<file path="src/rtl/vdp_ctrl_pkg.sv">
// vdp_ctrl_pkg: shared encodings for the vector datapath sequencing controller.
//   op_t    - MCU command opcodes
//   state_t - controller FSM states
//   FS_PASS_S_DEF - default VALU function code that passes S straight to Y
package vdp_ctrl_pkg;
  typedef enum logic [1:0] {
    OP_ALU   = 2'b00,
    OP_LOAD  = 2'b01,
    OP_STORE = 2'b10,
    OP_NOP   = 2'b11
  } op_t;
  typedef enum logic [3:0] {
    IDLE, ALU, ST_EVAL, ST_LO, ST_HI, LD_LO, LD_HI, LD_WB, DONE
  } state_t;
  localparam logic [4:0] FS_PASS_S_DEF = 5'h00;
endpackage

</file>
<file path="src/rtl/vdp_ack_timer.sv">
// vdp_ack_timer: per-beat wait counter with terminal-count flag.
//   CLK, RESET (sync, active-low) - clock and reset
//   clr - zero the count (entry to a new beat)
//   en  - count this cycle (request outstanding, no ack)
//   tc  - count has reached TIMEOUT-1
module vdp_ack_timer #(
  parameter int TIMEOUT = 16
) (
  input  logic CLK,
  input  logic RESET,
  input  logic clr,
  input  logic en,
  output logic tc
);
  localparam int W = $clog2(TIMEOUT);
  logic [W-1:0] cnt;
  always_ff @(posedge CLK)
    if (!RESET || clr) cnt <= '0;
    else if (en && !tc) cnt <= cnt + 1'b1;
  assign tc = cnt == W'(TIMEOUT - 1);
endmodule

</file>
<file path="src/rtl/vdp_seq_ctrl.sv">
// vdp_seq_ctrl: sequences ALU, 2-beat 64-bit load and 2-beat 64-bit store commands.
//   CLK, RESET (sync, active-low)
//   start/op/fs_in/d_in/s_in/t_in/use_imm/base_addr - MCU command, latched in IDLE
//   mem_ack - memory beat complete
//   FS, D_Addr, S_Addr, T_Addr, D_EN, T_Sel, DIN_Sel, DOut_Sel, Y_Sel - datapath controls
//   mem_req, mem_wr, mem_addr - memory bus request
//   busy, done, err - status to MCU
// All outputs are decoded from registered state only, so no input reaches an output
// combinationally.
module vdp_seq_ctrl
  import vdp_ctrl_pkg::*;
#(
  parameter int         TIMEOUT   = 16,
  parameter logic [4:0] FS_PASS_S = FS_PASS_S_DEF
) (
  input  logic        CLK,
  input  logic        RESET,
  input  logic        start,
  input  logic [1:0]  op,
  input  logic [4:0]  fs_in,
  input  logic [4:0]  d_in,
  input  logic [4:0]  s_in,
  input  logic [4:0]  t_in,
  input  logic        use_imm,
  input  logic [31:0] base_addr,
  input  logic        mem_ack,
  output logic [4:0]  FS,
  output logic [4:0]  D_Addr,
  output logic [4:0]  S_Addr,
  output logic [4:0]  T_Addr,
  output logic        D_EN,
  output logic        T_Sel,
  output logic        DIN_Sel,
  output logic        DOut_Sel,
  output logic        Y_Sel,
  output logic        mem_req,
  output logic        mem_wr,
  output logic [31:0] mem_addr,
  output logic        busy,
  output logic        done,
  output logic        err
);
  state_t      state, nxt;
  logic        imm_q, err_q, err_d, tc, req, hi;
  logic [31:0] base_q;
  always_ff @(posedge CLK)
    if (!RESET) begin
      state  <= IDLE;
      FS     <= '0;
      D_Addr <= '0;
      S_Addr <= '0;
      T_Addr <= '0;
      imm_q  <= 1'b0;
      base_q <= '0;
      err_q  <= 1'b0;
    end else begin
      state <= nxt;
      err_q <= err_d;
      if (state == IDLE && start) begin
        // A store forces the pass-through function so Y holds the source register.
        FS     <= (op == OP_STORE) ? FS_PASS_S : fs_in;
        D_Addr <= d_in;
        S_Addr <= s_in;
        T_Addr <= t_in;
        imm_q  <= use_imm;
        base_q <= base_addr;
      end
    end
  always_comb begin
    nxt   = state;
    err_d = (state == IDLE) ? 1'b0 : err_q;
    case (state)
      IDLE:
        if (start) begin
          if ((op == OP_LOAD || op == OP_STORE) && base_addr[1:0] != 2'b00) begin
            nxt   = DONE;
            err_d = 1'b1;
          end else if (op == OP_ALU) nxt = ALU;
          else if (op == OP_LOAD) nxt = LD_LO;
          else if (op == OP_STORE) nxt = ST_EVAL;
          else nxt = DONE;
        end
      ALU:     nxt = DONE;
      ST_EVAL: nxt = ST_LO;
      ST_LO, ST_HI, LD_LO, LD_HI:
        // An ack on the terminal-count cycle still completes the beat.
        if (mem_ack) begin
          if (state == ST_LO) nxt = ST_HI;
          else if (state == LD_LO) nxt = LD_HI;
          else if (state == LD_HI) nxt = LD_WB;
          else nxt = DONE;
        end else if (tc) begin
          nxt   = DONE;
          err_d = 1'b1;
        end
      LD_WB:   nxt = DONE;
      DONE:    nxt = IDLE;
      default: nxt = IDLE;
    endcase
  end
  vdp_ack_timer #(.TIMEOUT(TIMEOUT)) u_timer (
    .CLK   (CLK),
    .RESET (RESET),
    .clr   (nxt != state),
    .en    (req && !mem_ack),
    .tc    (tc)
  );
  assign req      = state == ST_LO || state == ST_HI || state == LD_LO || state == LD_HI;
  assign hi       = state == ST_HI || state == LD_HI;
  assign mem_req  = req;
  assign mem_wr   = state == ST_LO || state == ST_HI;
  assign mem_addr = req ? (hi ? base_q + 32'd4 : base_q) : 32'd0;
  assign D_EN     = state == ALU || state == LD_WB;
  assign T_Sel    = state == ALU && imm_q;
  assign Y_Sel    = state == LD_WB;
  // DIN_Sel stays high through writeback so the lo buffer is not overwritten.
  assign DIN_Sel  = state == LD_HI || state == LD_WB;
  assign DOut_Sel = state == ST_HI;
  assign busy     = state != IDLE;
  assign done     = state == DONE;
  assign err      = state == DONE && err_q;
endmodule

</file>
<file path="config.mk">
export PLATFORM = sky130hd
export DESIGN_NAME = vdp_seq_ctrl
export DESIGN_NICKNAME = d
export VERILOG_FILES = /design/src/rtl/vdp_ctrl_pkg.sv /design/src/rtl/vdp_ack_timer.sv /design/src/rtl/vdp_seq_ctrl.sv
export SDC_FILE = /design/constraint.sdc
export NUM_CORES = 1
export LEC_CHECK = 0
export CORE_UTILIZATION = 41
export DETAILED_ROUTE_END_ITERATION = 8
export PLACE_DENSITY = 0.75
export SYNTH_ARGS = -nofsm -noshare
export SYNTH_HDL_FRONTEND = slang
export SYNTH_SLANG_ARGS = --single-unit
</file>
<file path="constraint.sdc">
create_clock -name CLK -period 2.38 [get_ports CLK]
set_input_delay 0.476 -clock CLK [delete_from_list [all_inputs] [get_ports CLK]]
set_output_delay 0.476 -clock CLK [all_outputs]
set_load 0.005 [all_outputs]
</file>
==> results.md, run 1 <==
* Outcome: complete, but fails checks
* Failing checks: setup timing
* Residual DRC at 0
* Fin nets at 730
* P per Cell Area at roughly 450 nW/um^2
* Sequential Area at between 1000 and 1500 sq um
* First-pass GRT wire length at between 15 and 20 mm
* CTS HTree Levels at 3
* Placed cells at between 700 and 800
* Final WS setup at -464.5 ps
* HP Class: register to register
* End point of the critical path: mem_addr[27]
* R2R setup slack at approximately 190 ps
* Longest Clk Path Bufs at 2
* Req. time, crit path at 1900 ps
* Die W at 94.27 um
* Cell variety after synth at 43
* Multi-input logic area at approximately 2500 sq um
* Sw frac at between 30% and 40%
* Share of layout cells above drive strength 1 at a little under a third
* Worst-case hold slack at ~460 ps
* FMAX at ~350 MHz
* GRT overflow at 0
* First element of the critical path: base_q[17]$_SDFFE_PN0P_
* GPL Wtd Cong at roughly 0.89
* Die height at between 90 and 100 um
* Clock Pin Slew Worst Setup and Hold Paths at ~80 ps
* Area Overhead vs Synth at 75.59%
* Ratio of final minimum period to clock period at 119.5%
* Starting Density at around 42%
* Syn. warnings at 0
* Fin. Hold Viols at 0
* Clock sink total at 62
* Final min period at around 2800 ps
* Ys async rst share at 0%
* CTS Root Buffer Type: clkbuf_8
* CP startpoint kind: register
* DR vias at around 4200
* Detailed Routing Iterations Pass 1 at 6
* Max Cap Viol at 0
* Clk pwr share at 28.9%
* FF-to-FF Start: state[2]$_SDFF_PN0_
* Worst rel slew slack at between 60% and 70%
* Final WL at 12.86 mm
* Row count at 33
* Primary FF master, synth: dfxtp_1
* RSZ-0062 raised after global routing: yes
* Cells after Synth at around 470
* Count of hold-fix buffers inserted at cts at 0
* Power Internal at between 1500 and 2000 uW
* CTS tree: yes
* Worst Path Max Fanout at 3
* P_sw at approximately 850 uW
* Synthesized area per cell at between 7 and 8 sq um
* Routed length per instance at roughly 17 um
* # setup viols final at 13
* Antenna violations before repair at 0
* Filler cell count in the final layout at a little under 600
* Synthesized flop and latch total at 62
* IO Port Bufs at 120
* Total negative slack at -2385 ps
* CTS buffer count at 9
* Worst skew pair latency at roughly 350 ps
* Crit. End Element: output port
* Reg2reg path depth at 8
* Ports at approximately 120
* Ant diodes at 0
* CORE AREA at between 8000 and 9000 sq um
* DR iter-0 viols at 230
* Vias in the first global route at between 4000 and 5000
* Post-DP HPWL at approximately 7.4 mm
* Vias/cell at 5.389
* Share of the core filled with cells at between 70% and 80%
* Max Slew Vio Count at 0
* Non-Filler Instances at 776
* Cell Area, Synth at roughly 3500 sq um
* Worst R2R End: u_timer.cnt[2]$_SDFFE_PP0P_
* EDFF count, synth at 0
* Leakage at 0.002746 uW
* Seq/Total Area, Yosys at between 30% and 40%
* Post-DRT Antenna Nets at 0
* Crit path DAT at roughly 2400 ps
* Pin slew with the least headroom to its limit at around 560 ps
* Crit Path Class: register to output port
* Max VDD drop at 0.0003161 V
* Die Area at roughly 8900 sq um
* Final clock skew at approximately 16 ps
* Syn_nets at about 530
* Sequential Power Share at ~42%
* Gr usage total at between 20% and 30%
* Largest net degree at the start of global routing at 54
* Logic pwr share at 28.7%
[final cells by class]
cell class	instances	share of cell area (%)
inverters	15	0.9186
well taps	105	2.143
flip-flops and latches	62	20.64
repair buffers	219	33.50
clock buffers	12	2.368
clock inverters	4	0.3674
multi-input cells	359	40.07
[cells in the mapped netlist, types with 6 or more instances]
cell      instances  area share [%]
nand3_1          11             1.6
and2_1            7             1.3
inv_1            15             1.6
dfxtp_1          62              36
nor2_1           33             3.5
clkbuf_1         21             2.3
nand2_1         116              12
nor3_1            9             1.3
a21oi_1          11             1.6
o21ai_0           8             1.1
nand3b_1          6             1.3
nor4_1           14             2.5
xnor2_1          20             5.0
xor2_1            6             1.5
nand2b_1          6             1.1
a21boi_0         56              12
nand4_1           7             1.3
[worst max-delay path: stages (launching register included)]
cell	delay [ps]
dfxtp_2	350
and4_1	230
nand4_1	180
or4_4	570
buf_6	140
or3_1	310
a21oi_2	130
buf_2	120
[cells in the final DEF, fill, tap and decap left out, types with 8 or more instances in the layout]
cell type and instances:
inv_1 13, clkbuf_2 8, nor4_4 9, buf_6 26, nand2_1 115, clkdlybuf4s50_1 84
buf_2 14, clkbuf_8 10, buf_4 65, dfxtp_1 43, xnor2_1 19, dlymetal6s2s_1 11
a21boi_0 55, dfxtp_2 19, nor2_1 32
[metal layers]
layer	up-vias	wire length (um)	track usage, %
li1	1982	-	-
met1	1954	5284	32.03
met2	204	6245	47.22
met3	42	1011	8.414
met4	0	318	11.92
met5	-	0	0
[power groups by stage]
stage	combinational [uW]	sequential (uW)	clock, uW
2_1_floorplan	307	1210	0
3_3_place_gp	697	1190	0
3_5_place_dp	707	1190	0
4_1_cts	753	1180	821
5_1_grt	867	1190	878
6_report	800	1180	806
[sequential cells by signal, indices dropped and copies added, names as in the netlist]
signal / flops
D_Addr: 5
FS: 5
S_Addr: 5
T_Addr: 5
base_q: 32
err_q: 1
imm_q: 1
state: 4
u_timer.cnt: 4
[what timing repair did]
item / in CTS / in global routing
endpoints found under the setup margin: 34 / 37
gates cloned: 2 / 0
gates resized for setup: 122 / 100
pin swaps: 21 / 50
buffers inserted: 18 / 22
[worst min path at each step]
| stage | from | endpoint | slack (ps) | cells past startpoint |
|---|---|---|---|---|
| detailed placement | base_q[0]$_SDFFE_PN0P_ | base_q[0]$_SDFFE_PN0P_ | 450 | 2 |
| floorplan | base_q[0]$_SDFFE_PN0P_ | base_q[0]$_SDFFE_PN0P_ | 440 | 2 |
| global placement | base_q[1]$_SDFFE_PN0P_ | base_q[1]$_SDFFE_PN0P_ | 450 | 2 |
| global route | base_q[0]$_SDFFE_PN0P_ | base_q[0]$_SDFFE_PN0P_ | 480 | 2 |
| finish | FS[1]$_SDFFE_PN0P_ | FS[1]$_SDFFE_PN0P_ | 460 | 2 |
| CTS | base_q[0]$_SDFFE_PN0P_ | base_q[0]$_SDFFE_PN0P_ | 460 | 2 |
[stage by stage]
| stage | area, sq um | worst slack, ps | power [uW] |
|---|---|---|---|
| 6_report | 6130 | -464.5 | 2788 |
| 4_1_cts | 5862 | -399.0 | 2751 |
| 3_3_place_gp | 5176 | -436.3 | 1883 |
| 5_1_grt | 6130 | -583.2 | 2936 |
| 3_5_place_dp | 5176 | -468.1 | 1898 |
| 2_1_floorplan | 3492 | 4.451 | 1515 |
[logic make-up after synthesis]
logic type,Yosys count,share of synthesized area [%]
adders and majority gates,5,1.792
xor gates and xnor gates,26,6.523
AOI/OAI and AO/OA,91,18.42
muxes,3,0.8602
DFF,62,35.56
buffers and inverters,46,5.233
and+or+nand+nor,234,31.61
Power figures use the tool's default switching activity.
==> run 2: changes to the inputs <==
--- a/config.mk
+++ b/config.mk
@@ -5,6 +5,7 @@
 export SDC_FILE = /design/constraint.sdc
 export NUM_CORES = 1
 export LEC_CHECK = 0
+export CORE_MARGIN = 2
 export CORE_UTILIZATION = 41
 export DETAILED_ROUTE_END_ITERATION = 8
 export PLACE_DENSITY = 0.75
==> run 2 against run 1 <==
  * The flow still finishes with violations (setup timing)
  * Count of clock-buffer cells in the layout stayed put
  * Power is 3.6% higher
  * Utilization is 1.2 points higher
  * Combinational power is 1% higher
  * Final cell count is 1.3% higher
  * Critical path type unchanged
  * Critical endpoint is now mem_addr[29]
  * Highest routed layer unchanged
==> results.md, run 2 (synthesis results as in run 1) <==
* Outcome: complete, but fails checks
* Failing checks: setup timing
* Clock sink total at 62
* Vias in the first global route at around 4200
* Leakage at approximately 0.0027 uW
* Routed length per instance at between 15 and 20 um
* WP buf/inv at 2
* Final WL at 13.43 mm
* CTS Root Buffer Type: clkbuf_8
* Die Area at between 9000 and 10000 sq um
* # setup viols final at 14
* Die height at ~96 um
* Pin slew with the least headroom to its limit at around 440 ps
* Worst skew pair latency at about 340 ps
* Vias/cell at 5.463
* Longest Clk Path Bufs at 2
* Largest Register: base_q
* Fin. Hold Viols at 0
* Fin nets at 740
* Slowest library cell on the worst path: or4_4
* Worst-case hold slack at approximately 460 ps
* CP startpoint kind: register
* Critical-path cell list: and4_4 > nand4_1 > or4_4 > buf_6 > or3_1 > a21oi_2 > buf_2
* DR iter-0 viols at around 210
* CTS buffer count at 9
* GRT overflow at 0
* CTS tree: yes
* Ports at 121
* Worst Path Max Fanout at 5
* First-pass GRT wire length at a little under 20 mm
* Final min period at about 2800 ps
* Req. time, crit path at around 1900 ps
* Setup WS pre-CTS at -455.3 ps
* Residual DRC at 0
* Detailed Routing Iterations Pass 1 at 6
* Worst rel slew slack at between 70% and 80%
* Max Slew Vio Count at 0
* Most common cell after layout, fill and taps aside: nand2_1
* Critical path's largest stage delay at 540 ps
* CTS HTree Levels at 3
* Placed standard-cell area at roughly 5200 sq um
* GPL Wtd Cong at just over 0.9
* FMAX at roughly 360 MHz
* Crit path DAT at about 2300 ps
* Crit. End Element: output port
* CORE AREA at about 8200 sq um
* Final instance area at between 6000 and 7000 sq um
* Largest register FFs at 32
* DR vias at between 4000 and 5000
* Starting Density at 42.49%
* Post-DRT Antenna Nets at 0
* Post-DP HPWL at 7.760 mm
* Die W at between 90 and 100 um
* Area Overhead vs Synth at 78.32%
* Max VDD drop at around 0.00042 V
* Largest net degree at the start of global routing at 32
* Row count at 33
* Filler cell count in the final layout at roughly 540
* Final clock skew at roughly 5.8 ps
* HP Class: register to register
* Final WS setup at -429.7 ps
* Most frequent cells in the layout: 114 x nand2_1, 81 x clkdlybuf4s50_1, 75 x buf_4
* P per Cell Area at about 460 nW/um^2
* Ratio of final minimum period to clock period at 118.1%
* Kind of cell adding the most delay to the critical path: simple AND/OR/NAND/NOR gates
* Max Cap Viol at 0
* Ant diodes at 0
* IO Port Bufs at 120
* Share of layout cells above drive strength 1 at 32.31%
* RSZ-0062 raised after global routing: yes
* Clock Pin Slew Worst Setup and Hold Paths at 70 ps
* Gr usage total at between 20% and 30%
* Crit Path Class: register to output port
* Antenna violations before repair at 0
## run 2: per-layer routing
| layer | global-route usage (%) | vias to the layer above | share of wire (%) |
|---|---|---|---|
| li1 | - | 2001 | - |
| met2 | 48.73 | 220 | 50 |
| met1 | 31.16 | 2030 | 39 |
| met4 | 13.93 | 0 | 3.2 |
| met3 | 7.596 | 43 | 8.1 |
| met5 | 0 | - | 0 |
## run 2: cell type report
cell class	count	area [sq um]	share of cell area, %
clock inverter	4	47.55	0.7638
sequential	62	1265	20.32
inverter	15	56.30	0.9045
timing repair buffer	229	2108	33.87
tap	105	131.4	2.111
multi-input combinational	359	2481	39.86
clock buffer	12	135.1	2.171
## run 2: through the flow
stage / total power, uW / instances / setup TNS (ps) / util (%)
after floorplan: 1515 / 467 / 0 / -
after global placement: 1889 / 725 / -1688 / 63.21
after detailed placement: 1907 / 725 / -2230 / 63.21
after CTS: 2840 / 774 / -2165 / 73.37
after global routing: 3015 / 786 / -3170 / 75.76
final: 2889 / 786 / -2094 / 75.76
## run 2: power by group
group          leakage [uW]  internal, uW  total (uW)  switching, uW
Sequential         0.000515          1130        1180           54.8
Clock             0.0000904           481         895            414
Combinational       0.00213           416         811            395
## run 2: tightest hold or removal path: cells and delay by family, from the launching register on
kind,cells,cell delay (ps)
flip-flops,1,310
AO/OA/AOI/OAI,1,60
AND/OR/NAND/NOR,1,50
## run 2: worst paths after layout
check | depth (start not counted) | slack (ps) | from | endpoint
worst max register to register | 8 | 190 | state[2]$_SDFF_PN0_ | u_timer.cnt[2]$_SDFFE_PP0P_
worst min register to register | 2 | 460 | D_Addr[3]$_SDFFE_PN0P_ | D_Addr[3]$_SDFFE_PN0P_
worst min-delay path | 2 | 460 | D_Addr[3]$_SDFFE_PN0P_ | D_Addr[3]$_SDFFE_PN0P_
worst max-delay path | 7 | -430 | base_q[14]$_SDFFE_PN0P_ | mem_addr[29]
## run 2: what timing repair did
action,4_1_cts,5_1_grt
resized for setup,166,86
setup endpoints to repair,35,37
hold buffers,0,0
cloned,2,0
pin swaps,32,41
setup buffers,54,20
==> run 3: changes to the inputs <==
--- a/config.mk
+++ b/config.mk
@@ -5,10 +5,10 @@
 export SDC_FILE = /design/constraint.sdc
 export NUM_CORES = 1
 export LEC_CHECK = 0
-export CORE_MARGIN = 2
-export CORE_UTILIZATION = 41
+export CORE_UTILIZATION = 28
+export CTS_CLUSTER_SIZE = 24
 export DETAILED_ROUTE_END_ITERATION = 8
-export PLACE_DENSITY = 0.75
+export PLACE_DENSITY = 0.54
 export SYNTH_ARGS = -nofsm -noshare
 export SYNTH_HDL_FRONTEND = slang
 export SYNTH_SLANG_ARGS = --single-unit
==> run 3 against run 2 <==
  * The flow still finishes with violations (setup timing)
  * Via count decreased by 4.0%
  * Sequential power about the same
  * Global-route usage decreased by 8.4 points
  * Routed wire length decreased by 2.4%
  * Largest power group is now clock
==> results.md, run 3 (synthesis results as in run 1) <==
* FF-to-FF Start: state[0]$_SDFF_PN0_
* R2R setup slack at 160 ps
* Antenna violations before repair at 0
* RSZ-0062 raised after global routing: yes
* Largest register FFs at 32
* Final clock skew at between 3 and 4 ps
* Vias/cell at approximately 4.8
* Longest Clk Path Bufs at 2
* GRT overflow at 0
* IO Port Bufs at 120
* Reg2reg path depth at 8
* Ratio of final minimum period to clock period at 114.5%
* Final WS setup at -344.0 ps
* Post-DP HPWL at between 8 and 9 mm
* CTS tree: yes
* Largest net degree at the start of global routing at 54
* Hold Path Sink: FS[3]$_SDFFE_PN0P_
* Clk pwr share at 40.1%
* Crit. End Element: output port
* Area Overhead vs Synth at 88.28%
* Worst rel slew slack at 60.52%
* Filler cell count in the final layout at 1096
* CTS Root Buffer Type: clkbuf_16
* Count of hold-fix buffers inserted at cts at 0
* DR vias at between 4000 and 5000
* Failing checks: setup timing
* Clock sink total at 62
* Logic pwr share at 24.8%
* CP startpoint kind: register
* Worst Path Max Fanout at 5
* Ports at about 120
* Starting Density at ~29%
* P per Cell Area at approximately 510 nW/um^2
* Residual DRC at 0
* CTS HTree Levels at 3
* Vias in the first global route at approximately 4000
* GPL Wtd Cong at a little over 0.8
* Largest Register: base_q
* Die height at ~110 um
* Most frequent cells in the layout: 115 x nand2_1, 88 x buf_4, 85 x clkdlybuf4s50_1
* Setup WS pre-CTS at -420.1 ps
* Post-DRT Antenna Nets at 0
* Worst skew pair latency at about 330 ps
* Routed length per instance at approximately 15 um
* Most common cell after layout, fill and taps aside: nand2_1
* # setup viols final at 18
* Die W at 113.7 um
* Die Area at 12920 sq um
* DR iter-0 viols at around 220
* First-pass GRT wire length at between 15 and 20 mm
* Worst-case hold slack at between 400 and 500 ps
* CORE AREA at between 10000 and 15000 sq um
* Share of layout cells above drive strength 1 at around 36%
* Crit Path Class: register to output port
* Sequential Power Share at a little over a third
* Clock Pin Slew Worst Setup and Hold Paths at roughly 50 ps
* CTS buffer count at 9
* FMAX at ~370 MHz
* Sw frac at ~27%
* Leakage at 0.002769 uW
* Worst hold stages at 2
* Power Internal at roughly 2500 uW
* P_sw at 921.6 uW
* HP Class: register to register
* Gr usage total at 19.60%
* Fin nets at 755
* Detailed Routing Iterations Pass 1 at 4
* Max Slew Vio Count at 0
* Hold path start: FS[3]$_SDFFE_PN0P_
* Worst R2R End: u_timer.cnt[0]$_SDFFE_PP0P_
* Final WL at between 10 and 15 mm
* Ant diodes at 0
* Req. time, crit path at between 1500 and 2000 ps
* Outcome: complete, but fails checks
* First element of the critical path: base_q[6]$_SDFFE_PN0P_
* Crit path DAT at 2250 ps
* Max VDD drop at around 0.00043 V
* Pin slew with the least headroom to its limit at 592.3 ps
* Row count at 40
* Max Cap Viol at 0
* Fin. Hold Viols at 0
* Final min period at between 2000 and 3000 ps
==> run 3: worst max-delay path by stage <==
stage	endpoint	slack, ps	cells past startpoint
CTS	mem_addr[31]	-390	7
global route	mem_addr[27]	-450	7
floorplan	mem_addr[31]	4	7
detailed placement	mem_addr[31]	-420	6
global placement	mem_addr[31]	-410	6
finish	mem_addr[31]	-340	7
==> run 3: critical path, stage by stage (launching register included) <==
cell and delay (ps):
dfxtp_1 330, and4_4 250, nand3_4 100, or4_4 540
buf_6 140, or3_4 320, a21oi_2 120, buf_2 120
==> run 3: repair_timing <==
item / CTS / global route
setup buffers: 24 / 30
cloned: 3 / 1
gates resized for setup: 150 / 115
setup endpoints to repair: 33 / 41
pin swaps: 28 / 39
==> run 3: area by class of cell <==
type / count / area (sq um) / area share, %
multi-input cells: 359 / 2529 / 38.47
repair buffers: 244 / 2202 / 33.50
flip-flops and latches: 62 / 1264 / 19.23
clock buffers: 12 / 266.5 / 4.055
well taps: 168 / 210.2 / 3.198
inverters: 15 / 58.81 / 0.8947
clock inverters: 3 / 42.54 / 0.6472
==> run 3: power by group through the flow <==
| stage | Clock (uW) | Sequential, uW | Combinational (uW) |
|---|---|---|---|
| 6_report | 1360 | 1180 | 840 |
| 5_1_grt | 1430 | 1200 | 917 |
| 4_1_cts | 1380 | 1180 | 781 |
| 3_5_place_dp | 0 | 1190 | 724 |
| 3_3_place_gp | 0 | 1190 | 720 |
| 2_1_floorplan | 0 | 1210 | 307 |
==> run 3: stage by stage <==
step | TNS (ps) | utilization (%) | instance area [sq um] | instances | power, uW
after global placement | -2061 | 44.09 | 5318 | 794 | 1908
after global routing | -3651 | 54.49 | 6573 | 863 | 3542
after detailed placement | -2407 | 44.09 | 5318 | 794 | 1916
final | -1909 | 54.49 | 6573 | 863 | 3383
after CTS | -4175 | 51.23 | 6180 | 836 | 3340
after floorplan | 0 | - | 3492 | 467 | 1515
==> run 3: per-layer routing <==
metal,track usage [%],up-vias,wire length [um],part of all wire (%)
li1,-,2030,-,-
met1,23.91,1927,5633,43
met2,33.01,143,6358,48
met3,5.898,21,936,7.1
met4,6.228,0,184,1.4
met5,0,-,0,0
